==> src/rtl/gate_vector_driver_pkg.sv <==
// Shared definitions for the (A|B)&C gate stimulus driver: vector count,
// golden response mask, FSM state encoding and the golden-value function.
package gate_vector_driver_pkg;

    localparam int unsigned NUM_VECTORS   = 8;
    localparam logic [7:0]  EXPECTED_MASK = 8'hA8;
    localparam logic [2:0]  LAST_IDX      = 3'(NUM_VECTORS - 1);

    typedef enum logic [1:0] {
        IDLE  = 2'd0,
        DRIVE = 2'd1,
        DONE  = 2'd2
    } state_t;

    // Golden response of the gate for vector index idx = {a,b,c}.
    function automatic logic golden_exp(input logic [2:0] idx);
        return (idx[2] | idx[1]) & idx[0];
    endfunction

endpackage

==> src/rtl/gate_hold_timer.sv <==
// Per-vector hold timer: a down-counter loaded with HOLD-1 at the start of
// each vector; last_cycle flags the final clock of the hold window.
module gate_hold_timer #(
    parameter int HOLD = 2
) (
    input  logic clk,
    input  logic reset,
    input  logic load,
    input  logic enable,
    output logic last_cycle
);

    localparam int          CW       = (HOLD > 1) ? $clog2(HOLD) : 1;
    localparam logic [CW-1:0] LOAD_VAL = CW'(HOLD - 1);
    localparam logic [CW-1:0] ONE      = CW'(1);
    localparam logic [CW-1:0] ZERO     = CW'(0);

    logic [CW-1:0] count_r;

    // Count down to zero while enabled; a load restarts the window.
    always_ff @(posedge clk or negedge reset) begin
        if (!reset) begin
            count_r <= ZERO;
        end else if (load) begin
            count_r <= LOAD_VAL;
        end else if (enable && (count_r != ZERO)) begin
            count_r <= count_r - ONE;
        end else begin
            count_r <= count_r;
        end
    end

    assign last_cycle = (count_r == ZERO);

endmodule

==> src/rtl/gate_vector_driver.sv <==
// Stimulus driver / checker for the registered (A|B)&C gate block. On start
// it walks vectors 0..7 onto a/b/c, compares the returned Z on the last clock
// of each hold window against the golden value and reports the results.
module gate_vector_driver
    import gate_vector_driver_pkg::*;
#(
    parameter int HOLD    = 2,
    parameter int LATENCY = 1
) (
    input  logic       clk,
    input  logic       reset,
    input  logic       start,
    input  logic       z_in,
    output logic       a_out,
    output logic       b_out,
    output logic       c_out,
    output logic       busy,
    output logic       done,
    output logic       pass,
    output logic [3:0] err_count,
    output logic [7:0] err_mask
);

    // A hold window shorter than the return latency could never see a valid
    // Z, so the window is stretched to the minimum that works.
    localparam int HOLD_EFF = (HOLD < (LATENCY + 1)) ? (LATENCY + 1) : HOLD;

    state_t     state_r;
    logic [2:0] idx_r;
    logic [2:0] vec_r;
    logic       busy_r;
    logic       done_r;
    logic       pass_r;
    logic [3:0] err_count_r;
    logic [7:0] err_mask_r;

    logic       last_s;
    logic       start_accept_s;
    logic       timer_load_s;
    logic       timer_en_s;
    logic       mismatch_s;
    logic [3:0] err_count_next_s;
    logic [7:0] err_mask_next_s;

    gate_hold_timer #(
        .HOLD (HOLD_EFF)
    ) u_timer (
        .clk        (clk),
        .reset      (reset),
        .load       (timer_load_s),
        .enable     (timer_en_s),
        .last_cycle (last_s)
    );

    // Start acceptance, timer control and the running error tally.
    always_comb begin
        start_accept_s   = 1'b0;
        timer_load_s     = 1'b0;
        timer_en_s       = 1'b0;
        mismatch_s       = 1'b0;
        err_count_next_s = err_count_r;
        err_mask_next_s  = err_mask_r;

        if (state_r != DRIVE) begin
            start_accept_s = start;
        end else begin
            start_accept_s = 1'b0;
        end

        if (state_r == DRIVE) begin
            timer_en_s = 1'b1;
            mismatch_s = (z_in != golden_exp(idx_r));
        end else begin
            timer_en_s = 1'b0;
            mismatch_s = 1'b0;
        end

        if (start_accept_s) begin
            timer_load_s = 1'b1;
        end else if ((state_r == DRIVE) && last_s && (idx_r != LAST_IDX)) begin
            timer_load_s = 1'b1;
        end else begin
            timer_load_s = 1'b0;
        end

        if (mismatch_s) begin
            err_count_next_s = err_count_r + 4'd1;
            err_mask_next_s  = err_mask_r | (8'd1 << idx_r);
        end else begin
            err_count_next_s = err_count_r;
            err_mask_next_s  = err_mask_r;
        end
    end

    // Sweep FSM with all outputs registered.
    always_ff @(posedge clk or negedge reset) begin
        if (!reset) begin
            state_r     <= IDLE;
            idx_r       <= 3'd0;
            vec_r       <= 3'd0;
            busy_r      <= 1'b0;
            done_r      <= 1'b0;
            pass_r      <= 1'b0;
            err_count_r <= 4'd0;
            err_mask_r  <= 8'd0;
        end else begin
            case (state_r)
                IDLE, DONE: begin
                    if (start_accept_s) begin
                        state_r     <= DRIVE;
                        idx_r       <= 3'd0;
                        vec_r       <= 3'd0;
                        busy_r      <= 1'b1;
                        done_r      <= 1'b0;
                        pass_r      <= 1'b0;
                        err_count_r <= 4'd0;
                        err_mask_r  <= 8'd0;
                    end else begin
                        vec_r  <= 3'd0;
                        busy_r <= 1'b0;
                    end
                end
                DRIVE: begin
                    if (last_s) begin
                        err_count_r <= err_count_next_s;
                        err_mask_r  <= err_mask_next_s;
                        if (idx_r == LAST_IDX) begin
                            state_r <= DONE;
                            idx_r   <= 3'd0;
                            vec_r   <= 3'd0;
                            busy_r  <= 1'b0;
                            done_r  <= 1'b1;
                            pass_r  <= (err_count_next_s == 4'd0);
                        end else begin
                            idx_r <= idx_r + 3'd1;
                            vec_r <= idx_r + 3'd1;
                        end
                    end else begin
                        vec_r <= idx_r;
                    end
                end
                default: begin
                    state_r     <= IDLE;
                    idx_r       <= 3'd0;
                    vec_r       <= 3'd0;
                    busy_r      <= 1'b0;
                    done_r      <= 1'b0;
                    pass_r      <= 1'b0;
                    err_count_r <= 4'd0;
                    err_mask_r  <= 8'd0;
                end
            endcase
        end
    end

    assign a_out     = vec_r[2];
    assign b_out     = vec_r[1];
    assign c_out     = vec_r[0];
    assign busy      = busy_r;
    assign done      = done_r;
    assign pass      = pass_r;
    assign err_count = err_count_r;
    assign err_mask  = err_mask_r;

endmodule
==> config.mk <==
export PLATFORM = sky130hd
export DESIGN_NAME = gate_vector_driver
export DESIGN_NICKNAME = d
export VERILOG_FILES = /design/src/rtl/gate_vector_driver_pkg.sv /design/src/rtl/gate_hold_timer.sv /design/src/rtl/gate_vector_driver.sv
export SDC_FILE = /design/constraint.sdc
export NUM_CORES = 1
export LEC_CHECK = 0
export BUFFER_PORTS_ARGS = -buffer_cell sky130_fd_sc_hd__buf_2
export CORE_MARGIN = 1.5
export CORE_UTILIZATION = 53
export CTS_BUF_LIST = sky130_fd_sc_hd__clkbuf_16
export DETAILED_ROUTE_END_ITERATION = 6
export PLACE_DENSITY = 0.77
export SYNTH_ARGS = -nofsm -noshare
export SYNTH_HDL_FRONTEND = slang
export SYNTH_SLANG_ARGS = --single-unit
==> constraint.sdc <==
create_clock -name clk -period 2.5 [get_ports clk]
set_clock_uncertainty 0.2 [all_clocks]
set_input_delay 0.375 -clock clk [delete_from_list [all_inputs] [get_ports clk]]
set_output_delay 0.375 -clock clk [all_outputs]
set_load 0.005 [all_outputs]
# --- Yosys cells after proc, flatten, opt, wreduce, memory -nomap -nowiden ---
# Index checks and enable logic that the tools add are counted.
word_totals:
  reg_bits: 24
  in_bits: 4
  out_inout_bits: 18
  elab_cells: 73
op_classes:
  addsub: 3
  eq_ne: 10
  shifts: 1
  mux: 35
  n_bitwise: 4
  reduce_logical: 11
op_table:
  columns: ["op", "n"]
  rows:
  - ["$mux 8", 3]
  - ["$pmux 8 s2", 1]
  - ["$mux 1", 15]
  - ["$mux 3", 4]
  - ["$mux 4", 3]
  - ["$or 8x8->8", 1]
  - ["$pmux 4 s2", 1]
  - ["$shl 1x3->8 const A", 1]
  - ["$mux 2", 3]
  - ["$ne 2x2->1 const B", 3]
  - ["$pmux 1 s2", 3]
  - ["$pmux 3 s2", 1]
  - ["$reduce_and 3->1", 2]
  - ["$add 4x1->4 const B", 1]
  - ["$logic_not 4->1", 1]
  - ["$ne 2x1->1 const B", 2]
  - ["$pmux 2 s2", 1]
  - ["$reduce_and 2->1", 2]
  - ["$add 3x1->3 const B", 1]
  - ["$eq 3x3->1 const B", 1]
  - ["$logic_and 1x1->1", 3]
  - ["$ne 3x3->1 const B", 1]
  - ["$eq 2x1->1 const B", 1]
  - ["$eq 2x2->1 const B", 1]
  - ["other kinds (8)", 8]

# --- Depth between registers and ports, before layout ---
# Gate-level depths: netlist (run 1).
depth:
  depth_word: 9
  depth_mapped: 7
  mapped_depth_nobuf: 6

# --- By module ---
# From an unflattened synthesis (run 1), not the netlist that was laid out.
hier_totals:
  hier_cells: 101
  hier_area_um2: 1108.6
by_module_without_submodules:
  columns: ["module", "n_inst", "cells_each", "area_each_um2", "seq_area_each_um2"]
  rows:
  - ["gate_vector_driver", 1, 98, 1068.5, 550.5]
  - ["gate_hold_timer", 1, 3, 40.0, 25.0]

# --- Worst setup path after synthesis (run 1) ---
# No wires, ideal clock.
synth_timing:
  kind: "register -> register"
  from: "register err_count_r[0] (netlist: err_count[0])"
  to: "register pass_r (netlist: pass)"
  setup_ns: 0.103
  arrival_ns: 1.442
  required_time_ns: 2.197
  path_slack_ns: 0.755
  stages_incl_launch_ff: 6
  path_buffers: 0
  synth_period_minus_slack_ns: 1.745
  path_cell_list: "dfrtp_1 > ha_1 > a21o_1 > a2111oi_2 > a21oi_1 > o41ai_2"
synth_via:
  elab_chain_cells: 6
synth_lines:
  columns: ["element", "line_no", "text"]
  rows:
  - ["from (decl)", "gate_vector_driver.sv:34", "logic [3:0] err_count_r;"]
  - ["from (signal assigned)", "gate_vector_driver.sv:125", "err_count_r <= err_count_next_s;"]
  - ["$add 4x1->4", "gate_vector_driver.sv:87", "err_count_next_s = err_count_r + 4'd1;"]
  - ["$mux 4 (*)", "gate_vector_driver.sv:86", "if (mismatch_s) begin"]
  - ["$logic_not 4->1 (*)", "gate_vector_driver.sv:133", "pass_r <= (err_count_next_s == 4'd0);"]
  - ["$mux 1 (*)", "gate_vector_driver.sv:127", "if (idx_r == LAST_IDX) begin"]
  - ["$mux 1 (*)", "gate_vector_driver.sv:124", "if (last_s) begin"]
  - ["$pmux 1 s2 (*)", "gate_vector_driver.sv:107", "case (state_r)"]
  - ["to (signal assigned)", "gate_vector_driver.sv:133", null]
  - ["to (decl)", "gate_vector_driver.sv:33", "logic pass_r;"]
# Every way passes the cells marked *; elsewhere a longest branch is shown, timed or not. The select of a mux whose other input is x is not followed.
# A chain may end at the register's enable or synchronous reset.

# --- Worst setup path in the final report (run 1) ---
layout_timing:
  from: "register idx_r[2]"
  to: "register pass_r (netlist: pass)"
layout_via:
  elab_chain_cells: 9
  elab_cells_between_ends: 12
  classes_between: "3 x eq/ne; 5 x mux; 2 x bitwise; 2 x reduce/logical"
layout_lines:
  columns: ["element", "line_no", "text"]
  rows:
  - ["from (decl)", "gate_vector_driver.sv:29", "logic [2:0] idx_r;"]
  - ["from (signal assigned)", "gate_vector_driver.sv:135", "idx_r <= idx_r + 3'd1;"]
  - ["$or 1x1->1", "gate_vector_driver_pkg.sv:17", "return (idx[2] | idx[1]) & idx[0];"]
  - ["$and 1x1->1", "gate_vector_driver_pkg.sv:17", null]
  - ["$ne 1x1->1", "gate_vector_driver.sv:72", "mismatch_s = (z_in != golden_exp(idx_r));"]
  - ["$mux 1", "gate_vector_driver.sv:70", "if (state_r == DRIVE) begin"]
  - ["$mux 4", "gate_vector_driver.sv:86", null]
  - ["$logic_not 4->1", "gate_vector_driver.sv:133", null]
  - ["$mux 1", "gate_vector_driver.sv:127", null]
  - ["$mux 1", "gate_vector_driver.sv:124", null]
  - ["$pmux 1 s2", "gate_vector_driver.sv:107", null]
# Parallel ways exist; a longest one is shown, timed or not. The select of a mux whose other input is x is not followed.

==> flow_metrics.tcl, run 1 <==
set metrics [dict create \
    status "complete, no violations" \
    required_ps 2450 \
    min_period_ps 1870 \
    power_frac_comb_pct 40.5 \
    grt_antenna_before_repair 0 \
    crit_path_max_fanout 9 \
    pre_cts_ws_ps 643 \
    synth_most_common_cell "dfrtp_1" \
    ctsResizeCount 0 \
    async_flop_share_pct 100 \
    tightest_slew_ps 652 \
    wire_per_inst_um 15.3 \
    p_seq_share_pct 39.9 \
    die_h_um 48.9 \
    synth_nets 112 \
    ys_seq_area_share_pct 51.5 \
    vias 836 \
    path_clk_slew_ps 60 \
    ant_nets 0 \
    grt_pass1_wl_um 4090 \
    dieArea_mm2 0.00239 \
    power.switching_mw 0.651 \
    relSlewSlack_pct 56.4 \
    synth_edf_count 0 \
    vias_per_cell 5.50 \
    die_w_um 48.9 \
    layout_setup_ws_ps 632 \
    critPathLaunchType "register" \
    fin_crit_sh_pct 74.7 \
    cts_hold_buffers 1 \
    clkLatencyLatePin_ps 250 \
    syn-cell-area_mm2 0.00112 \
    utilization_pct 67.6 \
    power_leakage_nw 0.692 \
    peakVddDrop_v 0.000736 \
    synthFlopType "dfrtp_1" \
    syn_inst 101 \
    nets 137 \
    dp.cells 147 \
    numCtsBuffers 3 \
    grt_max_degree 24 \
    rsz0062_at_grt "no" \
    clk_path_buf_depth 2 \
    routed_wirelength_um 2330 \
    fill_cells 149 \
    holdWs_ps 227 \
    cap_viol_max_count 0 \
    end_kind "register" \
    drt-pass1-iter-count 4 \
    gp_congestion 0.794 \
    design_area_mm2 0.00134 \
    gr-total-overflow 0 \
    start_util_pct 56.4 \
    rows 16 \
    post-cts-setup-buffer-count 0 \
    synth_common_cells "23 x dfrtp_1, 8 x nand2_1, 7 x ha_1, 7 x nor2_1, 5 x a21oi_1" \
    detail_route.iter0.violations 11 \
    post_dp_cell_area_mm2 0.00125 \
    grt_use_total_pct 22.8 \
    htreeDepth 1 \
    syn_to_final_growth_pct 19.9 \
    critPathKind "reg2reg" \
    cts_tree "done" \
    max_freq_mhz 535 \
    pwr-share-clk_pct 19.6 \
    port_buffers 21 \
    setup_tns_ps 0 \
    crit_arrival_ps 1820 \
    synth_warnings 0 \
    ys_seq_elements 23 \
    synth_area_leaders "dfrtp_1 52%, ha_1 7.8%, a22o_1 3.1%, a32o_1 2.7%, a21o_1 2.7%" \
    drive_above_1_share_pct 24.8 \
    p_int_mw 1.06 \
    synth_top_area_cell "dfrtp_1" \
    clock-sinks 23 \
    power_mw 1.72 \
    slew_violations 0 \
    grt_pass1_vias 835 \
    power.density_mw_per_mm2 1280 \
    syn_avg_cell_area_um2 11.1 \
    switching_share_pct 38.0 \
    drc_errors 0 \
    hpwl_um 1590 \
    fin_cells 152 \
    num_antenna_cells 0 \
    root_buffer "clkbuf_16" \
    setup_viol 0 \
    io_pins 22 \
    yosysTopAreaCellShare_pct 51.5 \
    core_area_mm2 0.00198 \
    hold_violations 0 \
    ys_types 34 \
    hp-class "in2reg" \
]
## power by group through the flow
stage,Sequential (mW),Combinational [mW],Clock [mW]
2_1_floorplan,0.644,0.487,0
3_3_place_gp,0.674,0.668,0
3_5_place_dp,0.687,0.690,0
4_1_cts,0.682,0.704,0.344
5_1_grt,0.708,0.776,0.362
6_report,0.685,0.695,0.336
## sequential cells by signal, summed over array words and instances, names as in the netlist
| signal | cells |
|---|---|
| pass | 1 |
| vec_r | 3 |
| err_count | 4 |
| u_timer.count_r | 1 |
| busy | 1 |
| err_mask | 8 |
| idx_r | 3 |
| state_r | 2 |
## cell type report
| cell class | instances | area (µm²) | share of cell area [%] |
|---|---|---|---|
| Inverter | 4 | 15.0 | 1.12 |
| Multi-Input combinational cell | 71 | 514 | 38.4 |
| Clock inverter | 1 | 3.75 | 0.280 |
| Tap cell | 27 | 33.8 | 2.52 |
| Clock buffer | 3 | 75.1 | 5.60 |
| Sequential cell | 23 | 576 | 43.0 |
| Timing Repair Buffer | 23 | 123 | 9.15 |
## worst max-delay path, cell delays in order, from the launching register on
cell and delay [ps]:
dfrtp_1 490, o21ai_2 200, xor2_2 390, nor2_1 120, xor2_1 170, o41ai_2 200
## cells in the final DEF (no fill, tap or decap), drive strengths merged
cell type / count
nand2: 8
o31ai: 1
inv: 5
nor2: 7
nor2b: 2
buf: 22
and2: 1
nand2b: 3
o22ai: 1
mux2i: 1
o21ai: 7
nor3: 4
a21boi: 1
dlygate4sd3: 1
nand3: 1
xor2: 2
a22o: 4
xnor2: 3
ha: 7
a21oi: 5
dfrtp: 23
nand4: 1
nor3b: 1
clkbuf: 3
o41ai: 1
a32o: 3
a21o: 4
nor4: 1
a2111oi: 1
and2b: 1
## metal layers
metal | wire (µm) | up-vias | share of wire, % | global-route usage, %
met5 | 0 | - | 0 | 0
met4 | 29 | 0 | 1.2 | 10.0
met3 | 64 | 4 | 2.8 | 2.76
met2 | 1200 | 16 | 52 | 36.3
met1 | 1030 | 404 | 44 | 31.5
li1 | - | 412 | - | -
## worst paths after layout
path | start | to | slack (ps) | cells after the start
max in group asynchronous | reset | busy | 1320 | 2
min | start | u_timer.count_r | 230 | 3
min reg2reg | err_mask[5] | err_mask[5] | 290 | 1
min in group asynchronous | reset | err_count[0] | 430 | 2
max reg2reg | idx_r[2] | pass | 630 | 5
max | idx_r[2] | pass | 630 | 5
## logic make-up after synthesis
kind of cell | count (synthesis) | share of synthesized area, %
AND/OR/NAND/NOR | 30 | 13.8
AO/OA/AOI/OAI | 28 | 18.9
flip-flops | 23 | 51.5
buffers and inverters | 7 | 2.46
adder cells (fa/ha/maj) | 7 | 7.84
XOR/XNOR | 5 | 4.59
multiplexers | 1 | 0.896
No activity file was read; power rests on OpenSTA's default activity.
==> inputs of run 2 (changes only) <==
==> constraint.sdc (replaced) <==
create_clock -name clk -period 1.79 [get_ports clk]
set_clock_uncertainty 0.2 [all_clocks]
set_input_delay 0.2685 -clock clk [delete_from_list [all_inputs] [get_ports clk]]
set_output_delay 0.2685 -clock clk [all_outputs]
set_load 0.005 [all_outputs]
==> flow_metrics.tcl, run 2 (synthesized netlist as in run 1, its figures left out) <==
set metrics [dict create \
    status "complete, no violations" \
    startpoint "state_r[0]" \
    vias 897 \
    p_int_mw 1.60 \
    rsz0062_at_grt "yes" \
    cts_tree "done" \
    nets 149 \
    power_leakage_nw 0.748 \
    clkLatencyLatePin_ps 250 \
    drt-pass1-iter-count 4 \
    fin_cells 164 \
    cp.depth 5 \
    final_common_cell "dfrtp_1" \
    path_clk_slew_ps 60 \
    grt_use_total_pct 21.4 \
    io_pins 22 \
    critPathBufInv 0 \
    hpwl_um 1710 \
    peakVddDrop_v 0.00119 \
    r2r-end "pass" \
    design_area_mm2 0.00143 \
    rows 16 \
    power.density_mw_per_mm2 1760 \
    cap_viol_max_count 0 \
    max_stage_delay_ps 380 \
    core_area_mm2 0.00198 \
    end_kind "register" \
    post_dp_cell_area_mm2 0.00133 \
    htreeDepth 1 \
    detail_route.iter0.violations 8 \
    grt_antenna_before_repair 0 \
    wirelength_met1_um 1100 \
    pwr-share-clk_pct 18.4 \
    holdWs_ps 116 \
    crit_path_max_fanout 5 \
    crit_arrival_ps 1700 \
    r2r_start "state_r[0]" \
    numCtsBuffers 3 \
    largest_register_ffs 8 \
    dp.cells 158 \
    num_antenna_cells 0 \
    relSlewSlack_pct 66.1 \
    root_buffer "clkbuf_16" \
    setup_tns_ps 0 \
    wire_per_inst_um 14.3 \
    crit_chain "and2b_4 -> a21o_1 -> a2111oi_2 -> a21oi_1 -> o41ai_2" \
    port_buffers 21 \
    min_period_ps 1750 \
    hold_violations 0 \
    power.switching_mw 0.924 \
    p_seq_share_pct 35.1 \
    die_w_um 48.9 \
    ant_nets 0 \
    hp-class "in2reg" \
    setup_viol 0 \
    critPathKind "reg2reg" \
    syn_to_final_growth_pct 28.3 \
    final_cell_mix "22 x dfrtp_1, 21 x buf_2, 13 x buf_4" \
    hold_depth 3 \
    die_h_um 48.9 \
    grt_pass1_vias 873 \
    gr-total-overflow 0 \
    dieArea_mm2 0.00239 \
    crit_slowest_cell "dfrtp_1" \
    drc_errors 0 \
    reg2reg_slack_ps 40 \
    gp_congestion 0.824 \
    vias_per_cell 5.47 \
    critPathTopFamily "compound AO/OA/AOI/OAI gates" \
    wl_met2_um 1160 \
    routed_wirelength_um 2350 \
    critPathLaunchType "register" \
    grt_pass1_wl_um 3940 \
    crit_end "pass" \
    route.met3.wl_um 50 \
    clock-sinks 23 \
    highest_layer "met4" \
    drive_above_1_share_pct 32.8 \
    switching_share_pct 36.6 \
    power_frac_comb_pct 46.5 \
    slew_violations 0 \
    fin_crit_sh_pct 97.5 \
    max_freq_mhz 573 \
    fill_cells 142 \
    layout_setup_ws_ps 44.8 \
    r2r_cells 5 \
    pre_cts_ws_ps 31.3 \
    clk_path_buf_depth 2 \
    grt_max_degree 24 \
    start_util_pct 56.4 \
    tightest_slew_ps 508 \
    required_ps 1750 \
]
==> run 2: layout make-up <==
class / instances / area, µm² / share of cell area (%)
Inverter: 4 / 15.0 / 1.05
Clock buffer: 3 / 75.1 / 5.24
Sequential cell: 23 / 577 / 40.2
Multi-Input combinational cell: 71 / 517 / 36.0
Clock inverter: 1 / 3.75 / 0.262
Tap cell: 27 / 33.8 / 2.36
Timing Repair Buffer: 35 / 213 / 14.8
==> run 2: tightest hold or removal path, stage by stage <==
cell	delay [ps]
buf_2	120
o21ai_0	80
o31ai_1	60
==> run 2: power by group through the flow <==
stage,Combinational [mW],Clock [mW],Sequential (mW)
after floorplan,0.681,0,0.899
after global placement,1.11,0,0.883
after detailed placement,1.15,0,0.890
after CTS,1.17,0.472,0.883
after global routing,1.30,0.494,0.916
final,1.17,0.465,0.886
==> run 2: per-layer routing <==
metal	up-vias	GRT usage, %
met3	5	3.07
met4	0	9.05
li1	430	-
met2	14	35.2
met1	448	28.5
met5	-	0
==> run 2: worst min-delay path by stage <==
stage	from	end	slack [ps]
after detailed placement	reset	pass	70
after CTS	start	u_timer.count_r	120
after global placement	reset	err_count[2]	60
after floorplan	reset	busy	-230
final	start	u_timer.count_r	120
after global routing	start	u_timer.count_r	140
==> run 2: repair_timing <==
| item | 4_1_cts | 5_1_grt |
|---|---|---|
| hold buffers | 1 | 0 |
| endpoints found under the setup margin | 0 | 2 |
| resized for setup | 0 | 2 |
| endpoints found under the hold margin | 23 | 0 |
| buffers inserted | 0 | 1 |
==> run 2: through the flow <==
stage	utilization, %	power (mW)
after floorplan	-	1.58
after global placement	67.3	2.00
after detailed placement	67.3	2.04
after CTS	71.8	2.52
after global routing	72.3	2.71
final	72.3	2.52
